--- src/rtl/tx_interp_fifo.sv ---
// Symbol-rate I/Q buffer that replays each sample INTERP times into the DUC.
// Optional build macro: LINEAR_INTERP_EN (linear ramp instead of sample hold).
module tx_interp_fifo #(
    parameter int DW         = 6,
    parameter int INTERP     = 4,
    parameter int FIFO_DEPTH = 4
) (
    input  logic                          clk,
    input  logic                          rst,
    input  logic                          in_valid,
    output logic                          in_ready,
    input  logic signed [DW-1:0]          I_IN,
    input  logic signed [DW-1:0]          Q_IN,
    output logic                          out_valid,
    output logic signed [DW-1:0]          I_OUT,
    output logic signed [DW-1:0]          Q_OUT,
    output logic                          underflow,
    output logic [$clog2(FIFO_DEPTH):0]   fifo_level
);

    localparam int AW = $clog2(FIFO_DEPTH);
    localparam int LW = AW + 1;
    localparam int LG = $clog2(INTERP);
    localparam logic [LG-1:0] LAST = LG'(INTERP - 1);

    typedef enum logic {
        IDLE,
        RUN
    } state_t;

    state_t state;
    state_t state_n;

    logic [2*DW-1:0] mem [FIFO_DEPTH];
    logic [AW-1:0]   wr_ptr;
    logic [AW-1:0]   rd_ptr;
    logic            push;
    logic            pop;
    logic            full;
    logic            has_data;

    logic [LG-1:0]   phase;
    logic [LG-1:0]   phase_n;

    logic signed [DW-1:0] head_i;
    logic signed [DW-1:0] head_q;
    logic signed [DW-1:0] cur_i;
    logic signed [DW-1:0] cur_q;
    logic signed [DW-1:0] cur_i_n;
    logic signed [DW-1:0] cur_q_n;
    logic signed [DW-1:0] i_n;
    logic signed [DW-1:0] q_n;
    logic                 vld_n;
    logic                 uf_n;

`ifdef LINEAR_INTERP_EN
    localparam int PW = DW + LG + 3;

    logic signed [DW-1:0] prev_i;
    logic signed [DW-1:0] prev_q;
    logic signed [DW-1:0] prev_i_n;
    logic signed [DW-1:0] prev_q_n;

    // Ramp point k of INTERP between p and c; floor shift keeps it inside [p,c].
    function automatic logic signed [DW-1:0] lerp(
        input logic signed [DW-1:0] p,
        input logic signed [DW-1:0] c,
        input logic [LG-1:0]        k
    );
        logic signed [PW-1:0] d;
        logic signed [PW-1:0] m;
        logic signed [PW-1:0] s;
        d = PW'(c) - PW'(p);
        m = d * $signed(PW'({1'b0, k}) + PW'(1));
        s = m >>> LG;
        return DW'(PW'(p) + s);
    endfunction
`endif

    assign full     = (fifo_level == LW'(FIFO_DEPTH));
    assign has_data = (fifo_level != '0);
    assign in_ready = !full;
    assign push     = in_valid && !full;
    assign {head_i, head_q} = mem[rd_ptr];

    // Sample storage; contents need no reset since the pointers guard them.
    always_ff @(posedge clk) begin
        if (push) begin
            mem[wr_ptr] <= {I_IN, Q_IN};
        end
    end

    // FIFO pointers and occupancy.
    always_ff @(posedge clk or negedge rst) begin
        if (!rst) begin
            wr_ptr     <= '0;
            rd_ptr     <= '0;
            fifo_level <= '0;
        end else begin
            if (push) begin
                wr_ptr <= wr_ptr + AW'(1);
            end
            if (pop) begin
                rd_ptr <= rd_ptr + AW'(1);
            end
            fifo_level <= fifo_level + LW'(push) - LW'(pop);
        end
    end

    // FSM state register.
    always_ff @(posedge clk or negedge rst) begin
        if (!rst) begin
            state <= IDLE;
        end else begin
            state <= state_n;
        end
    end

    // Next state, pop request and next output values.
    always_comb begin
        state_n = state;
        pop     = 1'b0;
        phase_n = phase;
        cur_i_n = cur_i;
        cur_q_n = cur_q;
        vld_n   = out_valid;
        uf_n    = 1'b0;
`ifdef LINEAR_INTERP_EN
        prev_i_n = prev_i;
        prev_q_n = prev_q;
`endif
        unique case (state)
            IDLE: begin
                if (has_data) begin
                    pop     = 1'b1;
                    state_n = RUN;
                    phase_n = '0;
                    cur_i_n = head_i;
                    cur_q_n = head_q;
                    vld_n   = 1'b1;
                end
            end
            RUN: begin
                if (phase != LAST) begin
                    phase_n = phase + LG'(1);
                end else if (has_data) begin
                    pop     = 1'b1;
                    phase_n = '0;
`ifdef LINEAR_INTERP_EN
                    prev_i_n = cur_i;
                    prev_q_n = cur_q;
`endif
                    cur_i_n = head_i;
                    cur_q_n = head_q;
                end else begin
                    state_n = IDLE;
                    phase_n = '0;
                    vld_n   = 1'b0;
                    uf_n    = 1'b1;
                    cur_i_n = '0;
                    cur_q_n = '0;
`ifdef LINEAR_INTERP_EN
                    prev_i_n = '0;
                    prev_q_n = '0;
`endif
                end
            end
        endcase
`ifdef LINEAR_INTERP_EN
        i_n = lerp(prev_i_n, cur_i_n, phase_n);
        q_n = lerp(prev_q_n, cur_q_n, phase_n);
`else
        i_n = cur_i_n;
        q_n = cur_q_n;
`endif
        if (!vld_n) begin
            i_n = '0;
            q_n = '0;
        end
    end

    // Registered datapath and outputs.
    always_ff @(posedge clk or negedge rst) begin
        if (!rst) begin
            phase     <= '0;
            cur_i     <= '0;
            cur_q     <= '0;
            out_valid <= 1'b0;
            I_OUT     <= '0;
            Q_OUT     <= '0;
            underflow <= 1'b0;
        end else begin
            phase     <= phase_n;
            cur_i     <= cur_i_n;
            cur_q     <= cur_q_n;
            out_valid <= vld_n;
            I_OUT     <= i_n;
            Q_OUT     <= q_n;
            underflow <= uf_n;
        end
    end

`ifdef LINEAR_INTERP_EN
    // Last emitted sample, the start point of the next ramp.
    always_ff @(posedge clk or negedge rst) begin
        if (!rst) begin
            prev_i <= '0;
            prev_q <= '0;
        end else begin
            prev_i <= prev_i_n;
            prev_q <= prev_q_n;
        end
    end
`endif

endmodule

--- config.mk ---
export PLATFORM = sky130hd
export DESIGN_NAME = tx_interp_fifo
export DESIGN_NICKNAME = d
export VERILOG_FILES = /design/src/rtl/tx_interp_fifo.sv
export SDC_FILE = /design/constraint.sdc
export NUM_CORES = 1
export LEC_CHECK = 0
export BUFFER_PORTS_ARGS = -buffer_cell sky130_fd_sc_hd__clkbuf_2
export CAP_MARGIN = 20
export CORE_UTILIZATION = 40
export DETAILED_ROUTE_END_ITERATION = 16
export PLACE_DENSITY = 0.64
export SLEW_MARGIN = 20
export SYNTH_ARGS = -nofsm -noshare
export SYNTH_HDL_FRONTEND = slang
export SYNTH_SLANG_ARGS = --single-unit
--- constraint.sdc ---
create_clock -name clk -period 2.2 [get_ports clk]
set_clock_uncertainty 0.15 [all_clocks]
set_input_delay 0.44 -clock clk [delete_from_list [all_inputs] [get_ports clk]]
set_output_delay 0.44 -clock clk [all_outputs]
set_load 0.03 [all_outputs]
After elaboration in Yosys (flattened, before gate mapping) --
Memories as Yosys holds them, arrays and structs flattened. Cells that the tools add are included.
Word-level totals: bits in registers 36, bits in latches 0, memory bits (writable) 48, bits in read-only memories 0, bits of input ports 15, output and inout port bits 18, memories kept 1
Cells by class: $add $sub $neg 5, $mul 0, divide/modulo/power cells 0, $lt $le $gt $ge 0, equal/unequal tests 3, shift-type cells 0, muxes and demuxes 27, bitwise gates (word level) 1, reductions and logical operators 3
Memories:
- mem | words 4, width 12, rd ports 1, clocked after memory_dff 0, wr ports 1, line 34 | logic [2*DW-1:0] mem [FIFO_DEPTH];
Operators with widths (number):
- 6-bit two-way mux | 8
- 6-bit one-hot mux with 2 select lines | 2
- 1-bit two-way mux | 11
- 2-bit by 1-bit adder with 2-bit output (second input constant) | 3
- 1-bit one-hot mux with 2 select lines | 3
- 2-bit two-way mux | 2
- 2-bit inequality test (second input constant) | 2
- 2-bit one-hot mux with 2 select lines | 1
- 3-bit by 1-bit adder with 3-bit output | 1
- 3-bit equality test (second input constant) | 1
- 3-bit nonzero test | 1
- 3-bit by 1-bit subtractor with 3-bit output | 1
- 1-bit logical AND | 1
- 1-bit logical NOT | 1
- 1-bit inverter | 1

Depth between registers and ports, before layout --
Gate-level depths: netlist of run 1.
word-level depth 5, depth in mapped cells 10, depth with buffers taken out 9

Least setup slack after synthesis of run 1 --
Ideal clock, no wire load.
path kind reg2reg, start point register fifo_level[2], end point register fifo_level[2], library setup time 0.124 ns, data arrival time 2.277 ns, required time 1.926 ns, slack -0.350 ns, cell stages (with the launch flop) 10, path buffers 0, clock period less this slack 2.550 ns, path through dfrtp_1 -> or3b_4 -> and2_4 -> inv_1 -> ha_1 -> inv_1 -> ha_1 -> fa_1 -> xnor2_1 -> xnor2_1
Between the ends: cells in the longest elaborated chain, start to end 5, elaborated cells on any way between the ends 9
Ends and longest elaborated chain:
- start, declared | line 18 | output logic [$clog2(FIFO_DEPTH):0] fifo_level
- start signal, assigned | line 106 | fifo_level <= fifo_level + LW'(push) - LW'(pop);
- 3-bit equality test | line 80 | assign full = (fifo_level == LW'(FIFO_DEPTH));
- 1-bit logical NOT
- named net in_ready | line 11 | output logic in_ready,
- 1-bit logical AND | line 83 | assign push = in_valid && !full;
- 3-bit by 1-bit adder with 3-bit output | line 106
- 3-bit by 1-bit subtractor with 3-bit output | line 106
The timed path passes the listed nets, and every way through them passes these cells. A chain may end at the register's enable or synchronous reset.

Worst setup path in the final report of run 1 --
start point register fifo_level[0], end point register fifo_level[2]
Between the ends: cells in the longest elaborated chain, start to end 5, elaborated cells on any way between the ends 9
Ends and longest elaborated chain (line):
- 3-bit equality test / 3-bit nonzero test (equally long branches) | 80, 81
- 1-bit logical NOT / 1-bit two-way mux (equally long branches) | 83, 134, 146
- 1-bit logical AND / 1-bit two-way mux (equally long branches) | 83, 144
- 3-bit by 1-bit adder with 3-bit output / 1-bit one-hot mux with 2 select lines (equally long branches) | 106, 132
- 3-bit by 1-bit subtractor with 3-bit output * | 106
Every way passes the cells marked *; elsewhere a longest branch is shown, timed or not.

==> results.ini, run 1 <==
[routing]
detail_route.vias_per_cell=4.955
firstDrtPassIters=4
drt-total-wl_um=5695
num_vias=1759
dr.first_iter.drc_count=58
postRouteAntennaNets=0
drc=0
detail_route.wl_per_cell_um=16.04

[critical_path]
cp-start-kind=flip-flop
critPathKind=flip-flop to flip-flop
worstReg2RegEnd=fifo_level[2]$_DFF_PN0_
cp_max_fo=3
reg2reg_depth=9
crit_required_ns=2.28
worstSetupEndpointType=flip-flop
timing.rr.start=fifo_level[0]$_DFF_PN0_
r2r_setup_slack_ns=0.009
critPathArrivalTime_ns=2.27

[synthesis]
yosysTopAreaCellShare=0.4460
syn_nets=220
synth_area_um2=3232
synth_top_family_by_area=multiplexers
synth_compound_area_frac=0.04646
synth.avg_cell_area_um2=16.41
synthCells=197
ys_seq_elements=84
synth_warnings=0
seq_area_frac_synth=0.7247
synth_mux_area_frac=0.08827
synth_xor_xnor_area_share=0.01355
post-synth-top-area-cell=edfxtp_1
synthAdderAreaFrac=0.03329
synth_area_leaders=edfxtp_1 45%, dfrtp_1 28%, mux4_2 8.4%
synth-simple-area-share=0.06852
synth_cell_types=30

[outcome]
violations=hold timing
outcome=finished with violations

[global_routing]
grt_max_degree=31
grt_util_all_layers=0.1522
grt_pass1_vias=1834
grt_first_pass_wirelength_um=9390
antenna_found_initial=0
grt_overflow=0

[clock_network]
clock_path_buffers=2
htree_levels=3
root_buffer=clkbuf_8
clkSlewWorstSetupHoldPaths_ns=0.08
cts_tree=done
cts_inserted_buffers=9
insertion_delay_ns=0.34
numClockSinks=84
ctsHoldBuffers=0

[sta]
hold_slack_ns=-0.01703
fin_crit_ns=2.191
timing.fmax_mhz=456.5
rsz0062_at_grt=yes
worst_slack_ns=0.009235
tns_ns=0
maxSlewHeadroom=0.5211
fin_crit_sh=0.9958
worst_pin_slew_ns=0.7184
hold_violations=25
setup_viol=0
drv_slew=0

[floorplan]
row_count=32
pin_count=33
die_w_um=91.89
core_area_um2=7767
start_util=0.4161
die-area_um2=8443
die_y_um=91.89

[power]
ir_worst_vdd_mv=0.5285
power.leakage_nw=1.564
power_density_nw_per_um2=1409

[hold_path]
hp-class=primary input to asynchronous set/reset pin

[cells_and_area]
multi_input_area_um2=825.8
drive_gt1_frac=0.3557
nNetsFinal=271
syn2layout_area_growth_pct=16.65
fin_util=0.4853
diodes=0
seq_area_um2=2346
nFillCells=698

[place]
dp_hpwl_um=3696
port_buffers=32
gp_congestion=0.7422
place_ws_ns=-0.01747

[job]
maxCapViolCount=0

-- area by class of cell --
type | count | area share
inverters | 8 | 0.007965
clock buffers | 13 | 0.03684
multi-input cells | 96 | 0.2191
well taps | 102 | 0.03385
flip-flops and latches | 84 | 0.6223
repair buffers | 49 | 0.07634
clock inverters | 3 | 0.003651
-- critical path, cell delays in order, from the launching register on --
cell     delay, ns
dfrtp_2       0.42
or3b_4        0.40
and2_4        0.15
inv_2         0.04
ha_1          0.12
inv_1         0.04
ha_2          0.16
fa_2          0.35
xnor2_2       0.14
xnor2_1       0.12
-- synth_stat cells --
cell type,count
buf_6,1
buf_2,4
and3_1,1
clkbuf_2,1
o21ai_0,14
nor3_1,1
xor2_1,1
clkbuf_1,2
buf_4,1
nor2_1,1
and3_2,4
xnor2_1,4
nor4_2,1
a21oi_1,12
inv_1,8
and2_4,1
or3_1,1
nor2b_1,1
nand2_1,16
edfxtp_1,48
nand3_1,13
ha_1,7
or3b_4,1
mux2_4,1
o22ai_2,1
dfrtp_1,36
mux4_2,12
nand2b_1,1
a21boi_0,1
fa_1,1
-- report_power, final --
part           switching [W]  internal, W  total [W]
clock               0.000495     0.000405   0.000900
sequential          0.000159      0.00217    0.00233
combinational        0.00123     0.000850    0.00208
-- cell usage in the layout, fill, tap and decap left out, types with 3 or more instances in the layout --
| cell | netlist | routed |
|---|---|---|
| inv_1 | 8 | 7 |
| nand3_1 | 13 | 13 |
| a21oi_1 | 12 | 12 |
| mux4_2 | 12 | 12 |
| edfxtp_1 | 48 | 48 |
| ha_1 | 7 | 5 |
| clkbuf_8 | 0 | 9 |
| buf_4 | 1 | 17 |
| nand2_1 | 16 | 16 |
| xnor2_1 | 4 | 3 |
| clkbuf_1 | 2 | 4 |
| o21ai_0 | 14 | 14 |
| clkbuf_2 | 1 | 32 |
| dfrtp_1 | 36 | 33 |
| and3_2 | 4 | 4 |
| dfrtp_2 | 0 | 3 |
-- cells by family after synthesis --
group,count (synthesis)
flops,84
simple gates,42
compound gates,28
buf+inv,17
mux,13
fa+ha+maj,8
xor+xnor,5
-- routing by layer --
layer / global-route usage / wire (um) / part of all wire
met4: 0.06641 / 97 / 0.017
met3: 0.03151 / 281 / 0.049
met2: 0.2419 / 2832 / 0.50
met5: 0 / 0 / 0
met1: 0.2031 / 2482 / 0.44
-- sequential cells by signal (all words and copies together), names as in the netlist, 3 cells and up --
signal and count:
cur_i 6, I_OUT 6, Q_OUT 6, fifo_level 3
mem 48, cur_q 6
-- timing repair --
| item | in CTS | in global routing |
|---|---|---|
| buffers inserted | 0 | 1 |
| resized for setup | 2 | 1 |
| endpoints found under the setup margin | 1 | 1 |
| pin swaps | 0 | 1 |
-- through the flow --
step           cells  total power, W  instance area, um^2
2_1_floorplan    197        0.003796                 3241
3_3_place_gp     338        0.004371                 3597
3_5_place_dp     338        0.004442                 3597
4_1_cts          354        0.005372                 3760
5_1_grt          355        0.005660                 3770
6_report         355        0.005310                 3770
-- how the worst max path moves through the flow --
stage	from	to	slack (ns)	depth (start not counted)
after global routing	fifo_level[1]$_DFF_PN0_	fifo_level[2]$_DFF_PN0_	-0.06	9
after global placement	phase[0]$_DFFE_PN0P_	fifo_level[2]$_DFF_PN0_	0.03	9
after detailed placement	phase[0]$_DFFE_PN0P_	fifo_level[2]$_DFF_PN0_	-0.02	9
after floorplan	fifo_level[0]$_DFF_PN0_	fifo_level[2]$_DFF_PN0_	-0.16	9
final	fifo_level[0]$_DFF_PN0_	fifo_level[2]$_DFF_PN0_	0.009	9
after CTS	fifo_level[0]$_DFF_PN0_	fifo_level[2]$_DFF_PN0_	-0.004	9
(Power assumes the default switching activity.)
==> inputs of run 2 (changes only) <==
GPL_TIMING_DRIVEN = 0   (was not set)
PLACE_DENSITY = 0.62   (was 0.64)
clock period = 2.5 ns   (was 2.2 ns; I/O delays follow)
==> results.ini, run 2 (synthesis gave the netlist of run 1 again) <==
[critical_path]
crit_slowest_cell=dfrtp_2
crit_path_max_incr_delay_ns=0.46  ; +0.04 ns
reg2reg_depth=9  ; unchanged
worstSetupEndpointType=flip-flop
critPathArrivalTime_ns=2.47  ; +0.20 ns
path_cells=or3b_4, and2_4, inv_1, ha_1, inv_1, ha_1, fa_2, xnor2_2, xnor2_1
critPathKind=flip-flop to flip-flop
path_depth=9  ; unchanged
cp_max_fo=6  ; +3
cp-start-kind=flip-flop
worst-path-buf-inv=2  ; unchanged
cp_top_family=adder cells
crit_required_ns=2.59  ; +0.31 ns

[sta]
rsz0062_at_grt=no
drv_slew=0  ; unchanged
timing.fmax_mhz=420.2  ; -7.9%
hold_slack_ns=0.1092  ; +0.1262 ns
hold_violations=0  ; -100%
fin_crit_ns=2.380  ; +0.1888 ns
setup_viol=0  ; unchanged
fin_crit_sh=0.9518  ; -0.04396
maxSlewHeadroom=0.4051  ; -0.1159
worst_pin_slew_ns=0.8923  ; +0.1739 ns

[global_routing]
grt_util_all_layers=0.1530  ; +0.0007368
grtUsageMet2=0.2519  ; +0.009950
grt_max_degree=37  ; +19%
antenna_found_initial=0  ; unchanged
grt_overflow=0  ; unchanged
top_usage_layer=met2
met3_usage=0.03317  ; +0.001658
grt_first_pass_wirelength_um=9349  ; -0.44%
grt_pass1_vias=1802  ; -1.7%
use_met1=0.1972  ; -0.005943

[job]
maxCapViolCount=0  ; unchanged

[outcome]
outcome=completed

[power]
p_comb_frac=0.377  ; -0.015
power_frac_seq=0.446  ; +0.007
ir_worst_vdd_mv=0.4869  ; -7.9%
internal_power_w=0.002968  ; -13%
power.share.switching=0.3648  ; +0.009920
clockPowerShare=0.177  ; +0.008
power.leakage_nw=1.535  ; -1.9%
p_sw_w=0.001705  ; -9.5%
power_density_nw_per_um2=1255  ; -11%

[routing]
firstDrtPassIters=4  ; unchanged
detail_route.vias_per_cell=5.066  ; +2.2%
drt-total-wl_um=5712  ; +0.30%
num_vias=1763  ; +0.23%
postRouteAntennaNets=0  ; unchanged
dr.first_iter.drc_count=109  ; +88%
drc=0  ; unchanged
detail_route.wl_per_cell_um=16.41  ; +2.3%

[floorplan]
start_util=0.4161  ; unchanged
core_area_um2=7767  ; unchanged
die_w_um=91.89  ; unchanged
die_y_um=91.89  ; unchanged
row_count=32  ; unchanged
pin_count=33  ; unchanged
die-area_um2=8443  ; unchanged

[cells_and_area]
layout_commonest_cell=edfxtp_1
nNetsFinal=264  ; -2.6%
largest_reg_flops=48  ; unchanged
drive_gt1_frac=0.3333  ; -0.02240
syn2layout_area_growth_pct=15.18
nFillCells=689  ; -1.3%
max_flop_register=mem
design_area_um2=3722  ; -1.3%
diodes=0  ; unchanged
fin_util=0.4792  ; -0.006121
layout_common_cells=48 x edfxtp_1, 34 x dfrtp_1, 33 x clkbuf_2
seq_area_um2=2345  ; about the same
multi_input_area_um2=833.3  ; +0.91%

[hold_path]
hp-class=primary input to asynchronous set/reset pin

[clock_network]
clkSlewWorstSetupHoldPaths_ns=0.09  ; about the same
htree_levels=3  ; unchanged
insertion_delay_ns=0.35  ; about the same
root_buffer=clkbuf_8
cts_inserted_buffers=9  ; unchanged
cts_tree=done
numClockSinks=84  ; unchanged
ctsHoldBuffers=0  ; unchanged
clock_path_buffers=2  ; unchanged

[place]
dpl_cell_area_um2=3522  ; -2.1%
port_buffers=32  ; unchanged
dp_hpwl_um=3602  ; -2.5%
gp_congestion=0.7102  ; -4.3%

run 2: worst paths after layout:
check	from	slack, ns	to
worst max-delay path	fifo_level[1]$_DFF_PN0_	0.12	fifo_level[2]$_DFF_PN0_
worst min-delay path	rst	0.11	Q_OUT[5]$_DFF_PN0_
worst max register to register	fifo_level[1]$_DFF_PN0_	0.12	fifo_level[2]$_DFF_PN0_
worst min register to register	phase[0]$_DFFE_PN0P_	0.35	phase[0]$_DFFE_PN0P_
max in group asynchronous	rst	1.47	fifo_level[1]$_DFF_PN0_
min in group clk	Q_IN[1]	0.22	mem[1][1]$_DFFE_PP_
run 2: metal layers:
| layer | routed length, um | up-vias |
|---|---|---|
| li1 | - | 819 |
| met1 | 2519 | 899 |
| met2 | 2901 | 38 |
| met3 | 214 | 7 |
| met4 | 78 | 0 |
| met5 | 0 | - |
run 2: power by group through the flow:
stage	logic, W	registers [W]	clock network [W]
2_1_floorplan	0.00105	0.00228	0
4_1_cts	0.00175	0.00208	0.000844
5_1_grt	0.00194	0.00213	0.000905
6_report	0.00176	0.00209	0.000825
3_3_place_gp	0.00166	0.00210	0
3_5_place_dp	0.00171	0.00211	0
run 2: final cells by class:
| type | count | area share |
|---|---|---|
| tap | 102 | 0.03429 |
| sequential | 84 | 0.6299 |
| clock buffer | 11 | 0.03529 |
| clock inverter | 5 | 0.008067 |
| timing repair buffer | 33 | 0.04504 |
| buffer | 9 | 0.01546 |
| inverter | 8 | 0.008067 |
| multi-input combinational | 96 | 0.2239 |
run 2: metrics by stage:
stage / TNS (ns) / power [W] / setup slack (ns) / std cells
2_1_floorplan: 0 / 0.003332 / 0.01396 / 197
3_3_place_gp: -0.1311 / 0.003760 / -0.1311 / 331
3_5_place_dp: -0.1488 / 0.003819 / -0.1488 / 331
4_1_cts: 0 / 0.004679 / 0.004569 / 348
5_1_grt: 0 / 0.004981 / 0.01937 / 348
6_report: 0 / 0.004673 / 0.1204 / 348
run 2: what timing repair did:
| item | in CTS | in global routing |
|---|---|---|
| setup buffers | 1 | 0 |
| gates resized for setup | 4 | 4 |
| endpoints found under the setup margin | 1 | 1 |
| pin swaps | 1 | 1 |
